$ cat config.mk
export PLATFORM = sky130hd
export DESIGN_NAME = ppu_write_sched
export DESIGN_NICKNAME = d
export VERILOG_FILES = /design/src/rtl/ppu_pkg.sv /design/src/rtl/sync_fifo.sv /design/src/rtl/ppu_write_sched.sv
export SDC_FILE = /design/constraint.sdc
export NUM_CORES = 1
export LEC_CHECK = 0
export BUFFER_PORTS_ARGS = -buffer_cell sky130_fd_sc_hd__buf_2
export CORE_AREA = 2 2 173 175
export CTS_CLUSTER_DIAMETER = 60
export DETAILED_ROUTE_END_ITERATION = 10
export DIE_AREA = 0 0 175 177
export GPL_TIMING_DRIVEN = 0
export PLACE_DENSITY = 0.83
export SYNTH_ARGS = -nofsm -noshare
export SYNTH_HDL_FRONTEND = slang
export SYNTH_SLANG_ARGS = --single-unit
$ cat constraint.sdc
create_clock -name clk -period 6 [get_ports clk]
set_input_delay 1.8 -clock clk [delete_from_list [all_inputs] [get_ports clk]]
set_output_delay 1.8 -clock clk [all_outputs]
set_load 0.005 [all_outputs]
$ cat src/rtl/ppu_pkg.sv
// Shared definitions for the PPU write scheduler: scheduler states,
// host address regions and control-register bit positions.
package ppu_pkg;

    // Scheduler state: IDLE (nothing committed), ARMED (batch waiting for
    // the blanking window), DRAIN (batch popping inside the window).
    typedef enum logic [1:0] {
        IDLE  = 2'd0,
        ARMED = 2'd1,
        DRAIN = 2'd2
    } ppu_state_e;

    // Host address regions, selected by av_address[9:8].
    localparam logic [1:0] ATTR   = 2'b00;
    localparam logic [1:0] SPRITE = 2'b01;
    localparam logic [1:0] COLOR  = 2'b10;
    localparam logic [1:0] CTRL   = 2'b11;

    // Control-register write fields.
    localparam int CTRL_IMM_BIT    = 0;  // immediate-mode enable (sticky)
    localparam int CTRL_COMMIT_BIT = 1;  // commit strobe (self-clearing)

    // One queued entry is {address, data}.
    localparam int ENTRY_W = 48;

    // True when the host address targets the control register rather than
    // one of the queued PPU regions.
    function automatic logic is_ctrl_addr(input logic [15:0] addr);
        return addr[9:8] == CTRL;
    endfunction

endpackage

$ cat src/rtl/sync_fifo.sv
// Single-clock FIFO with registered read port. The read register only
// updates on a pop, so it doubles as a "last value popped" holding register.
module sync_fifo #(
    parameter int WIDTH = 48,
    parameter int DEPTH = 8,
    localparam int AW = (DEPTH > 1) ? $clog2(DEPTH) : 1,
    localparam int LW = $clog2(DEPTH) + 1
) (
    input  logic             clk,
    input  logic             reset,
    input  logic             push,
    input  logic [WIDTH-1:0] wr_data,
    input  logic             pop,
    output logic [WIDTH-1:0] rd_data,
    output logic             full,
    output logic             empty,
    output logic [LW-1:0]    level
);

    logic [WIDTH-1:0] mem [DEPTH];

    logic [AW-1:0]    wr_ptr_q, wr_ptr_d;
    logic [AW-1:0]    rd_ptr_q, rd_ptr_d;
    logic [LW-1:0]    level_q, level_d;
    logic [WIDTH-1:0] rd_data_q, rd_data_d;
    logic             push_ok;
    logic             pop_ok;

    assign full    = (level_q == LW'(DEPTH));
    assign empty   = (level_q == '0);
    assign level   = level_q;
    assign rd_data = rd_data_q;

    // Guard against overflow/underflow even if the caller misbehaves.
    assign push_ok = push & ~full;
    assign pop_ok  = pop & ~empty;

    // Next-state for pointers, level and read register; pointers wrap
    // naturally because DEPTH is a power of two.
    always_comb begin
        wr_ptr_d  = wr_ptr_q;
        rd_ptr_d  = rd_ptr_q;
        level_d   = level_q;
        rd_data_d = rd_data_q;
        if (push_ok) begin
            wr_ptr_d = wr_ptr_q + AW'(1);
        end
        if (pop_ok) begin
            rd_ptr_d  = rd_ptr_q + AW'(1);
            rd_data_d = mem[rd_ptr_q];
        end
        case ({push_ok, pop_ok})
            2'b10:   level_d = level_q + LW'(1);
            2'b01:   level_d = level_q - LW'(1);
            default: level_d = level_q;
        endcase
    end

    // Storage array write port; no reset so it can map onto RAM.
    always_ff @(posedge clk) begin
        if (push_ok) begin
            mem[wr_ptr_q] <= wr_data;
        end
    end

    // Control registers and the read holding register.
    always_ff @(posedge clk or posedge reset) begin
        if (reset) begin
            wr_ptr_q  <= '0;
            rd_ptr_q  <= '0;
            level_q   <= '0;
            rd_data_q <= '0;
        end else begin
            wr_ptr_q  <= wr_ptr_d;
            rd_ptr_q  <= rd_ptr_d;
            level_q   <= level_d;
            rd_data_q <= rd_data_d;
        end
    end

endmodule

$ cat src/rtl/ppu_write_sched.sv
// Buffers host writes to the PPU and releases committed batches only during
// vertical blank (or immediately, when immediate mode is enabled).
module ppu_write_sched
    import ppu_pkg::*;
#(
    parameter int         DEPTH   = 8,
    parameter logic [9:0] VACTIVE = 10'd480,
    localparam int        LW      = $clog2(DEPTH) + 1
) (
    input  logic          clk,
    input  logic          reset,
    input  logic          av_chipselect,
    input  logic          av_write,
    input  logic [15:0]   av_address,
    input  logic [31:0]   av_writedata,
    output logic          av_waitrequest,
    input  logic [9:0]    vcount,
    output logic          ppu_chipselect,
    output logic          ppu_write,
    output logic [15:0]   ppu_address,
    output logic [31:0]   ppu_writedata,
    output logic [LW-1:0] fifo_level,
    output logic          frame_done
);

    logic               host_req;
    logic               ctrl_sel;
    logic               ctrl_wr;
    logic               queued_req;
    logic               push;
    logic               pop;
    logic               commit;
    logic               in_window;
    logic               fifo_full;
    logic               fifo_empty;
    logic [ENTRY_W-1:0] fifo_rd_data;
    logic [LW-1:0]      eligible;
    ppu_state_e         state;

    logic [LW-1:0]      commit_left_q, commit_left_d;
    logic               imm_q, imm_d;
    logic               drained_q, drained_d;
    logic               frame_done_q, frame_done_d;
    logic               strobe_q, strobe_d;

    assign host_req   = av_chipselect & av_write;
    assign ctrl_sel   = is_ctrl_addr(av_address);
    assign ctrl_wr    = host_req & ctrl_sel;
    assign queued_req = host_req & ~ctrl_sel;
    assign push       = queued_req & ~fifo_full;
    assign commit     = ctrl_wr & av_writedata[CTRL_COMMIT_BIT];
    assign in_window  = (vcount >= VACTIVE);

    // Control writes are always accepted; only queued writes see back-pressure.
    assign av_waitrequest = queued_req & fifo_full;

    // Entries a commit would capture: what is queued now minus this cycle's
    // pop; a same-cycle push belongs to the next batch.
    assign eligible = fifo_level - LW'(pop);

    // State is fully determined by the outstanding batch and the window.
    always_comb begin
        if (commit_left_q == '0) begin
            state = IDLE;
        end else if (in_window) begin
            state = DRAIN;
        end else begin
            state = ARMED;
        end
    end

    // Pop whenever something is queued and either immediate mode or a
    // committed batch inside the window allows it.
    assign pop = ~fifo_empty & (imm_q | (state == DRAIN));

    // Batch bookkeeping, immediate-mode flag and the done pulse.
    always_comb begin
        commit_left_d = commit_left_q;
        imm_d         = imm_q;
        drained_d     = 1'b0;
        frame_done_d  = drained_q;
        strobe_d      = pop;
        if (ctrl_wr) begin
            imm_d = av_writedata[CTRL_IMM_BIT];
        end
        if (commit) begin
            commit_left_d = eligible;
            if (eligible == '0) begin
                frame_done_d = 1'b1;
            end
        end else if (pop && (commit_left_q != '0)) begin
            commit_left_d = commit_left_q - LW'(1);
            drained_d     = (commit_left_q == LW'(1));
        end
    end

    // Scheduler registers.
    always_ff @(posedge clk or posedge reset) begin
        if (reset) begin
            commit_left_q <= '0;
            imm_q         <= 1'b0;
            drained_q     <= 1'b0;
            frame_done_q  <= 1'b0;
            strobe_q      <= 1'b0;
        end else begin
            commit_left_q <= commit_left_d;
            imm_q         <= imm_d;
            drained_q     <= drained_d;
            frame_done_q  <= frame_done_d;
            strobe_q      <= strobe_d;
        end
    end

    sync_fifo #(
        .WIDTH (ENTRY_W),
        .DEPTH (DEPTH)
    ) u_fifo (
        .clk     (clk),
        .reset   (reset),
        .push    (push),
        .wr_data ({av_address, av_writedata}),
        .pop     (pop),
        .rd_data (fifo_rd_data),
        .full    (fifo_full),
        .empty   (fifo_empty),
        .level   (fifo_level)
    );

    // The FIFO read register holds the last popped entry, which is exactly
    // the "hold last value" behaviour wanted on the PPU address/data bus.
    assign ppu_chipselect = strobe_q;
    assign ppu_write      = strobe_q;
    assign ppu_address    = fifo_rd_data[47:32];
    assign ppu_writedata  = fifo_rd_data[31:0];
    assign frame_done     = frame_done_q;

endmodule

=== After elaboration in Yosys (flattened, before gate mapping) ===
Memories as Yosys holds them, arrays and structs flattened. A register that Yosys moved wholly into a read port is not among the register bits.
Index checks and enable logic that the tools add are counted.

* Add/subtract/negate cells: 6
* Eq/ne operators: 6
* $lt $le $gt $ge: 1
* Mux-type cells: 11
* Bitwise logic cells: 13
* Reduce and logical (&&, ||, !) cells: 7

{| class="wikitable"
|+ Operators by type and width
! operator !! count
|-
| logical NOT 4 bit || 3
|-
| >= comparator 10 x 9 -> 1 bit, second input constant || 1
|-
| bitwise AND 1 bit || 9
|-
| 2-to-1 mux 4 bit || 2
|-
| one-hot mux 4 bit (2 select lines) || 1
|-
| subtractor 4 x 1 -> 4 bit, second input constant || 2
|-
| adder 3 x 1 -> 3 bit, second input constant || 2
|-
| equality test 2 bit, second input constant || 3
|-
| 2-to-1 mux 1 bit || 6
|-
| adder 4 x 1 -> 4 bit, second input constant || 1
|-
| equality test 4 x 1 -> 1 bit, second input constant || 1
|-
| equality test 4 bit, second input constant || 1
|-
| 2-to-1 mux 2 bit || 2
|-
| nonzero test 2 bit || 2
|-
| nonzero test 4 bit || 1
|-
| subtractor 4 x 1 -> 4 bit || 1
|-
| NOT 1 bit || 3
|-
| equality test 2 x 1 -> 1 bit, second input constant || 1
|-
| logical AND 1 bit || 1
|-
| OR 1 bit || 1
|}

* Input bits: 62
* Output and inout port bits: 56
* Flip-flop bits (word level): 18
* Word-level logic and storage cells: 53
* Memory bits (writable): 384
* Memories kept: 1

{| class="wikitable"
|+ Memory list
! name !! depth !! bits a word !! read ports !! clocked after Yosys merged registers in !! write ports !! RTL line !! RTL
|-
| u_fifo.mem || 8 || 48 || 1 || 1 || 1 || sync_fifo.sv:20 || <nowiki>logic [WIDTH-1:0] mem [DEPTH];</nowiki>
|}

=== Logic depth before layout (Yosys ltp) ===
Gate-level depths: netlist (run 1).

* Word-level depth: 10
* Mapped depth: 14
* Gate-level depth less buffers: 11

=== By module ===
Synthesis (run 1) repeated with hierarchy kept, for this count alone.

* Cells, all modules: 998
* Area, all modules: 17551.8 sq um

{| class="wikitable"
|+ Modules (own cells, without submodules)
! module !! area each (sq um) !! times used !! cells each !! sequential area each (sq um)
|-
| sync_fifo || 17011.3 || 1 || 945 || 12982.5
|-
| ppu_write_sched || 540.5 || 1 || 53 || 200.2
|}

=== Worst setup path before layout (run 1) ===
No wires, ideal clock.

* Kind: input to register
* Start: input av_address[8]
* End: memory u_fifo.mem[1][0] (enable)
* Buffers on the path: 0
* Slack: -413 ps
* Stages: 3
* Library setup time: 513 ps
* Data arrival time: 5901 ps
* Data required time: 5487 ps
* Path through: a221oi_1 -> nand2_1 -> nor3_1

* Longest elaborated chain between the ends: 7

{| class="wikitable"
|+ RTL lines
! what !! RTL line !! RTL
|-
| start, declared || ppu_write_sched.sv:14 || <nowiki>input logic [15:0] av_address,</nowiki>
|-
| equality test 2 bit || ppu_pkg.sv:29 || <nowiki>return addr[9:8] == CTRL;</nowiki>
|-
| NOT 1 bit || ppu_write_sched.sv:49 || <nowiki>assign queued_req = host_req & ~ctrl_sel;</nowiki>
|-
| bitwise AND 1 bit || ppu_write_sched.sv:49 ||
|-
| bitwise AND 1 bit || ppu_write_sched.sv:50 || <nowiki>assign push = queued_req & ~fifo_full;</nowiki>
|-
| bitwise AND 1 bit || sync_fifo.sv:35 || <nowiki>assign push_ok = push & ~full;</nowiki>
|-
| 2-to-1 mux 1 bit || sync_fifo.sv:61 || <nowiki>if (push_ok) begin</nowiki>
|-
| 2-to-1 mux 1 bit (not written as such) || sync_fifo.sv:62 || <nowiki>mem[wr_ptr_q] <= wr_data;</nowiki>
|-
| end, declared || sync_fifo.sv:20 ||
|}

No other way between the ends.

=== Final worst setup path (run 1) ===
* Start: input av_address[9]
* End: memory u_fifo.mem[0][18] (enable)

Same word-level chain as after synthesis.

==> summary.txt, run 1 <==
combinational share of power - 0.289
Period Utilization, post-route - 0.728
Internal - 6.76 mW
Peak Freq - 0.229 GHz
Final Hold Vio Count - 0
top_reg_cell synth - edfxtp_1
nets@finish - 1,083
H-tree levels - 2
Reg2Reg Capture Point - u_fifo.level[3]$_DFFE_PP0P_
max-cap violations - 0
grt ovf - 0
clock share of power - 0.293
CTS root buf - clkbuf_16
R2R setup slack - 2.38 ns
Min-Delay Endpoint - frame_done$_DFF_PP0_
PostCTS Resize Cnt - 0
number of synthesized flops with an enable pin - 384
Placed Cells - 1,355
Max FO, Critical Path - 16
Final Non-Filler Cells - 1,440
hold-critical path depth - 1
Placement Setup Slack - 1.08 ns
WL/cell - 27.0 microns
sequential share of power - 0.418
Core Area - 0.0292 sq mm
synthesis-stage register bit count - 450
Rows - 63
Sw Share - 0.296
RSZ-0062 raised after global routing - false
DP HPWL - 22,500 microns
Power Density - 474 mW/mm^2
initial antenna violation count - 5
CTS tree - built
Chip Height - 177 microns
CP Capture Type - flip-flop
FF-to-FF path depth - 14
Clock transition at path regs - 0.06 ns
Die Wd - 175 microns
Post-Syn Area - 0.0172 sq mm
first-pass GRT wire length - 58,100 microns
Async SR Flop Fraction - 0.147
ANT nets after route - 0
NetSw - 2.85 mW
clock latency on the worst-skew pair - 0.53 ns
most common cell after layout, fill and taps aside - edfxtp_1
sequential area share after synthesis - 0.766
fin crit period - 4.37 ns
detailed router's first-iteration violation count - 1,097
status - finished, final reports clean
clock skew - 0.0107 ns
Initial Util - 0.589
Vias - 9,091
Port Buf Inserts - 112
Ports - 118
routability cong. - 0.746
Cells after Synth - 835
Setup violations, final - 0
count of cell types in the netlist - 40
layout cells sized above 1 - 0.312
post-CTS setup repair buffer count - 0
Vias per Instance - 6.31
actual slew at the worst max-slew pin - 1.01 ns
DR pass1 iterations - 5
WL final - 38,900 microns
startpoint types - primary input
clock tree buffer depth - 3
DRC viols - 0
WP data arrival - 4.61 ns
CTS Hold Bufs - 0
Mapped Nets - 907
relative slew slack - 0.322
max-slew violations - 0
vias in the first global route - 9,648
Pleak - 7.00 nW
Finished Core Util - 0.693
total track usage - 0.256
critical path type - in2reg
YS warnings - 0
post-route setup slack - 1.63 ns
CTS Buf Count - 44
CP required - 6.24 ns
VDD IR max - 291 uV
die area - 0.0310 sq mm
commonest cells after routing, fill and taps aside - 384 x edfxtp_1, 125 x buf_2, 98 x a21oi_1
pin count of the biggest net entering global routing - 57
Hold Crit Class - reg2reg
reg-to-reg startpoint - commit_left_q[0]$_DFFE_PP0P_
TritonCTS Sinks - 450
synthesized area per cell - 20.6 sq um
P&R area growth vs syn - 17.6%
min-delay src - drained_q$_DFF_PP0_
## final cells by class
class | instances | area [sq um]
multi-input cells | 328 | 3810
well taps | 390 | 488
diodes | 5 | 12.5
clock inverters | 23 | 258
clock buffers | 57 | 1220
fillers | 1757 | 8990
plain buffers | 49 | 260
inverters | 8 | 32.5
repair buffers | 130 | 988
flip-flops and latches | 450 | 13200
## critical path: stages
cell	delay, ns
buf_2	0.17
a221oi_1	0.85
nand2b_1	0.46
nor3_4	0.89
buf_16	0.24
buf_16	0.18
## flip-flops by register name, indices dropped and copies added, names as in the netlist, 3 cells and up
name and cells:
u_fifo.mem 384, u_fifo.rd_data 48, commit_left_q 4, u_fifo.level 4
u_fifo.rd_ptr_q 3, u_fifo.wr_ptr_q 3
## per-layer routing
metal	up-vias	part of all wire	global-route usage
met5	-	0.00033	0
met4	2	0.030	0.0979
met3	86	0.077	0.0460
met2	468	0.52	0.433
met1	4761	0.38	0.338
li1	3774	-	-
## worst max path at each step
stage | start | to | slack [ns] | cells after the start
2_1_floorplan | av_address[8] | u_fifo.mem[7][0]$_DFFE_PP_ | 0.87 | 3
3_3_place_gp | av_address[9] | u_fifo.mem[2][20]$_DFFE_PP_ | -1.73 | 4
3_5_place_dp | av_address[8] | u_fifo.mem[1][30]$_DFFE_PP_ | 1.08 | 6
4_1_cts | av_address[8] | u_fifo.mem[0][29]$_DFFE_PP_ | 1.57 | 6
5_1_grt | av_address[9] | u_fifo.mem[0][29]$_DFFE_PP_ | 1.45 | 6
6_report | av_address[9] | u_fifo.mem[0][18]$_DFFE_PP_ | 1.63 | 6
## synthesized netlist by cell type (3+ instances only)
cell | instances | area share
a21oi_1 | 98 | 0.028
buf_1 | 4 | 0.00087
buf_2 | 13 | 0.0038
buf_6 | 7 | 0.0046
clkbuf_1 | 23 | 0.0050
dfrtp_1 | 66 | 0.096
edfxtp_1 | 384 | 0.67
ha_1 | 9 | 0.0065
inv_1 | 8 | 0.0017
mux2i_1 | 49 | 0.028
mux4_2 | 96 | 0.13
nand2_1 | 10 | 0.0022
nand2b_1 | 4 | 0.0015
nand3_1 | 5 | 0.0015
nor2_1 | 12 | 0.0026
nor3_1 | 5 | 0.0015
o211ai_1 | 4 | 0.0017
o21ai_0 | 3 | 0.00087
xnor2_1 | 3 | 0.0015
xor2_1 | 5 | 0.0025
## cell families (layout without fill, tap and decap cells)
group           count (synthesis)  count (layout)  share of synthesized area
simple gates                   49              49                     0.0147
mux                           148             148                      0.156
other cells                     0               5                          0
xor+xnor                        8               8                    0.00407
buf+inv                        57             267                     0.0169
flops                         450             450                      0.766
fa+ha+maj                      10              10                    0.00770
compound gates                113             113                     0.0349
## power by group through the flow
| stage | logic [mW] | registers (mW) | clock network [mW] |
|---|---|---|---|
| final | 2.77 | 4.02 | 2.82 |
| after global routing | 2.99 | 4.05 | 2.95 |
| after CTS | 2.80 | 4.02 | 2.84 |
| after detailed placement | 2.76 | 4.07 | 0 |
| after global placement | 2.58 | 4.06 | 0 |
| after floorplan | 1.84 | 4.03 | 0 |
## through the flow
step / setup TNS, ns / total power [mW] / hold slack, ns / area, sq um
after floorplan: 0 / 5.87 / 0.413 / 17200
after global placement: -592.68 / 6.65 / 0.450 / 18300
after detailed placement: 0 / 6.82 / 0.451 / 18800
after CTS: 0 / 9.66 / 0.463 / 20200
after global routing: 0 / 9.98 / 0.469 / 20300
final: 0 / 9.61 / 0.463 / 20300
Power figures use the tool's default switching activity.
==> run 2, diff against run 1 <==
--- a/config.mk
+++ b/config.mk
@@ -5,11 +5,12 @@
 export SDC_FILE = /design/constraint.sdc
 export NUM_CORES = 1
 export LEC_CHECK = 0
+export ABC_AREA = 1
 export BUFFER_PORTS_ARGS = -buffer_cell sky130_fd_sc_hd__buf_2
-export CORE_AREA = 2 2 173 175
+export CORE_AREA = 2 2 176 178
 export CTS_CLUSTER_DIAMETER = 60
 export DETAILED_ROUTE_END_ITERATION = 10
-export DIE_AREA = 0 0 175 177
+export DIE_AREA = 0 0 178 180
 export GPL_TIMING_DRIVEN = 0
 export PLACE_DENSITY = 0.83
 export SYNTH_ARGS = -nofsm -noshare
==> constraint.sdc (replaced) <==
create_clock -name clk -period 4.2 [get_ports clk]
set_input_delay 1.26 -clock clk [delete_from_list [all_inputs] [get_ports clk]]
set_output_delay 1.26 -clock clk [all_outputs]
set_load 0.005 [all_outputs]
==> summary.txt, run 2 <==
Setup violations, final - 0 (unchanged)
die area - 0.0320 sq mm (+3.4%)
Clock transition at path regs - 0.05 ns (about the same)
VDD IR max - 496 uV (+70%)
Sw Share - 0.364 (+0.0682)
Chip Height - 180 microns (+1.7%)
total track usage - 0.286 (+0.0294)
synthesis-stage register bit count - 450 (unchanged)
CP required - 2.94 ns (-3.30 ns)
detailed router's first-iteration violation count - 1,956 (+78%)
fill count - 1,977 (+13%)
fin crit period - 3.34 ns
top_reg_cell synth - edfxtp_1
Internal - 9.54 mW (+41%)
TritonCTS Sinks - 450 (unchanged)
Worst path top cell family by delay - simple AND/OR/NAND/NOR gates
CTS root buf - clkbuf_16
commonest cells after routing, fill and taps aside - 384 x edfxtp_1, 273 x nor2_1, 176 x nand2_1
Post-Syn Area - 0.0178 sq mm (+3.4%)
Hold Crit Class - reg2reg
ranking of synthesized cells by area - edfxtp_1 65%, dfrtp_1 9.3%, nor2_1 5.9%
Biggest register - u_fifo.mem
GR Util met1 - 0.378 (+0.0399)
P&R area growth vs syn - 16.1%
Peak Freq - 0.299 GHz
max reg flops - 384 (unchanged)
Yosys top cell by area - edfxtp_1
Synth top cells by count - 384 x edfxtp_1, 281 x nor2_1, 176 x nand2_1, 135 x o21ai_0, 123 x nand3_1
WP data arrival - 2.08 ns (-2.53 ns)
area of the multi-input gates - 0.00400 sq mm (+4.8%)
Vias per Instance - 6.04 (-4.3%)
H-tree levels - 2 (unchanged)
clock tree buffer depth - 3 (unchanged)
vias in the first global route - 12,400 (+28%)
combinational share of power - 0.346 (+0.057)
Crit path top cell by count - buf_2
clock skew - 0.0157 ns (+0.00498 ns)
Power Density - 726 mW/mm^2 (+53%)
post-CTS setup repair buffer count - 0 (unchanged)
CP max-delay cell - nor3b_1
CTS tree - built
Max FO, Critical Path - 9 (-7)
Async SR Flop Fraction - 0.147 (unchanged)
Die Wd - 178 microns (+1.7%)
CP Capture Type - output pin
M3 GR Usage - 0.0512 (+0.00522)
DP HPWL - 27,800 microns (+23%)
DRC viols - 0 (unchanged)
sequential share of power - 0.379 (-0.039)
pin count of the biggest net entering global routing - 50 (-12%)
setup TNS - 0 ns (unchanged)
Cells after Synth - 1,463 (+75%)
status - finished, final reports clean
layout cells sized above 1 - 0.151 (-0.161)
most common cell after layout, fill and taps aside - edfxtp_1
Rows - 64 (+1.6%)
critical path type - in2out
Vias - 12,500 (+37%)
number of synthesized flops with an enable pin - 384 (unchanged)
PostCTS Resize Cnt - 0 (unchanged)
NetSw - 5.47 mW (+92%)
Core Area - 0.0302 sq mm (+3.2%)
RSZ-0062 raised after global routing - false
Max stage delay on crit path - 0.26 ns (-0.63 ns)
Final Hold Vio Count - 0 (unchanged)
initial antenna violation count - 7 (+2)
CP bufs+invs - 2 (-1)
DR pass1 iterations - 6 (+1)
Initial Util - 0.590 (+0.000888)
relative slew slack - 0.296 (-0.0261)
routability cong. - 0.804 (+7.8%)
Finished Core Util - 0.685 (-0.00792)
synthesized area per cell - 12.2 sq um (-41%)
register area - 0.0132 sq mm (unchanged)
grt peak-use layer - met2
CTS Buf Count - 45 (+2.3%)
WL/cell - 22.2 microns (-18%)
max-cap violations - 0 (unchanged)
clock latency on the worst-skew pair - 0.55 ns (+0.02 ns)
max-slew violations - 0 (unchanged)
Mapped Nets - 1,535 (+69%)
worst path cell trace - buf_2, nand2_1, nor3b_1, buf_2
met2 Use GR - 0.475 (+0.0416)
YS warnings - 0 (unchanged)
Synth top area share - 0.648 (-0.0219)
first-pass GRT wire length - 68,800 microns (+18%)
ANT nets after route - 0 (unchanged)
nets@finish - 1,705 (+57%)
Pleak - 7.78 nW (+11%)
overall power - 15.0 mW (+56%)
startpoint types - primary input
count of cell types in the netlist - 27 (-33%)
CTS Hold Bufs - 0 (unchanged)
WL final - 45,900 microns (+18%)
Port Buf Inserts - 112 (unchanged)
grt ovf - 0 (unchanged)
clock share of power - 0.276 (-0.017)
Ports - 118 (unchanged)
actual slew at the worst max-slew pin - 1.05 ns (+0.0400 ns)
Period Utilization, post-route - 0.795
top-count cell post-synth - edfxtp_1
sequential area share after synthesis - 0.740 (-0.0251)
run 2: cell types whose count changed in the layout (fill, tap and decap cells not counted), sizes merged, moves of 58 or more:
cell	delta
a21oi	-58
mux4	-96
nand2	+167
nand3	+118
nor2	+269
o21ai	+201
run 2: area by class of cell:
class | instances | share of cell area
Sequential cell | 450 | 0.638
Multi-Input combinational cell | 871 | 0.193
Clock buffer | 53 | 0.0579
Timing Repair Buffer | 123 | 0.0381
Tap cell | 396 | 0.0240
Buffer | 86 | 0.0228
Clock inverter | 28 | 0.0155
Inverter | 56 | 0.0103
Antenna cell | 3 | 0.000363
run 2: power groups by stage:
stage	registers (mW)	logic, mW	clock network (mW)
after global placement	5.77	4.73	0
final	5.68	5.18	4.14
after floorplan	5.76	3.13	0
after detailed placement	5.76	5.01	0
after global routing	5.73	5.68	4.32
after CTS	5.68	5.11	4.12
run 2: routing by layer:
metal  vias up  part of all wire
met1      6035              0.38
met5         -           0.00074
met4         6             0.033
li1       5470                 -
met2       820              0.49
met3       151              0.10
run 2: per-stage QoR:
stage	setup slack, ns	hold slack [ns]	instances	instance area [sq um]
2_1_floorplan	-0.109	0.417	1463	17800
3_3_place_gp	-2.30	0.446	1971	18900
3_5_place_dp	0.400	0.442	1982	19100
4_1_cts	0.882	0.464	2063	20700
5_1_grt	0.781	0.499	2065	20700
6_report	0.860	0.455	2066	20700
run 2: logic make-up after synthesis:
family / share of synthesized area
AOI/OAI and AO/OA: 0.0765
xor gates and xnor gates: 0.00394
adders and majority gates: 0.00745
buffers and inverters: 0.0383
DFF: 0.740
and+or+nand+nor: 0.133
run 2: final timing paths:
check                                                  start                              to  slack [ns]  cells after the start
worst max-delay path                           av_address[8]                  av_waitrequest        0.86                      4
worst min-delay path                     drained_q$_DFF_PP0_            frame_done$_DFF_PP0_        0.46                      1
worst max register to register  commit_left_q[0]$_DFFE_PP0P_    commit_left_q[1]$_DFFE_PP0P_        1.17                     14
worst min register to register           drained_q$_DFF_PP0_            frame_done$_DFF_PP0_        0.46                      1
max in group asynchronous                              reset  u_fifo.rd_data[22]$_DFFE_PP0P_        2.94                      3
min in group asynchronous                              reset  u_fifo.rd_data[32]$_DFFE_PP0P_        0.66                      2
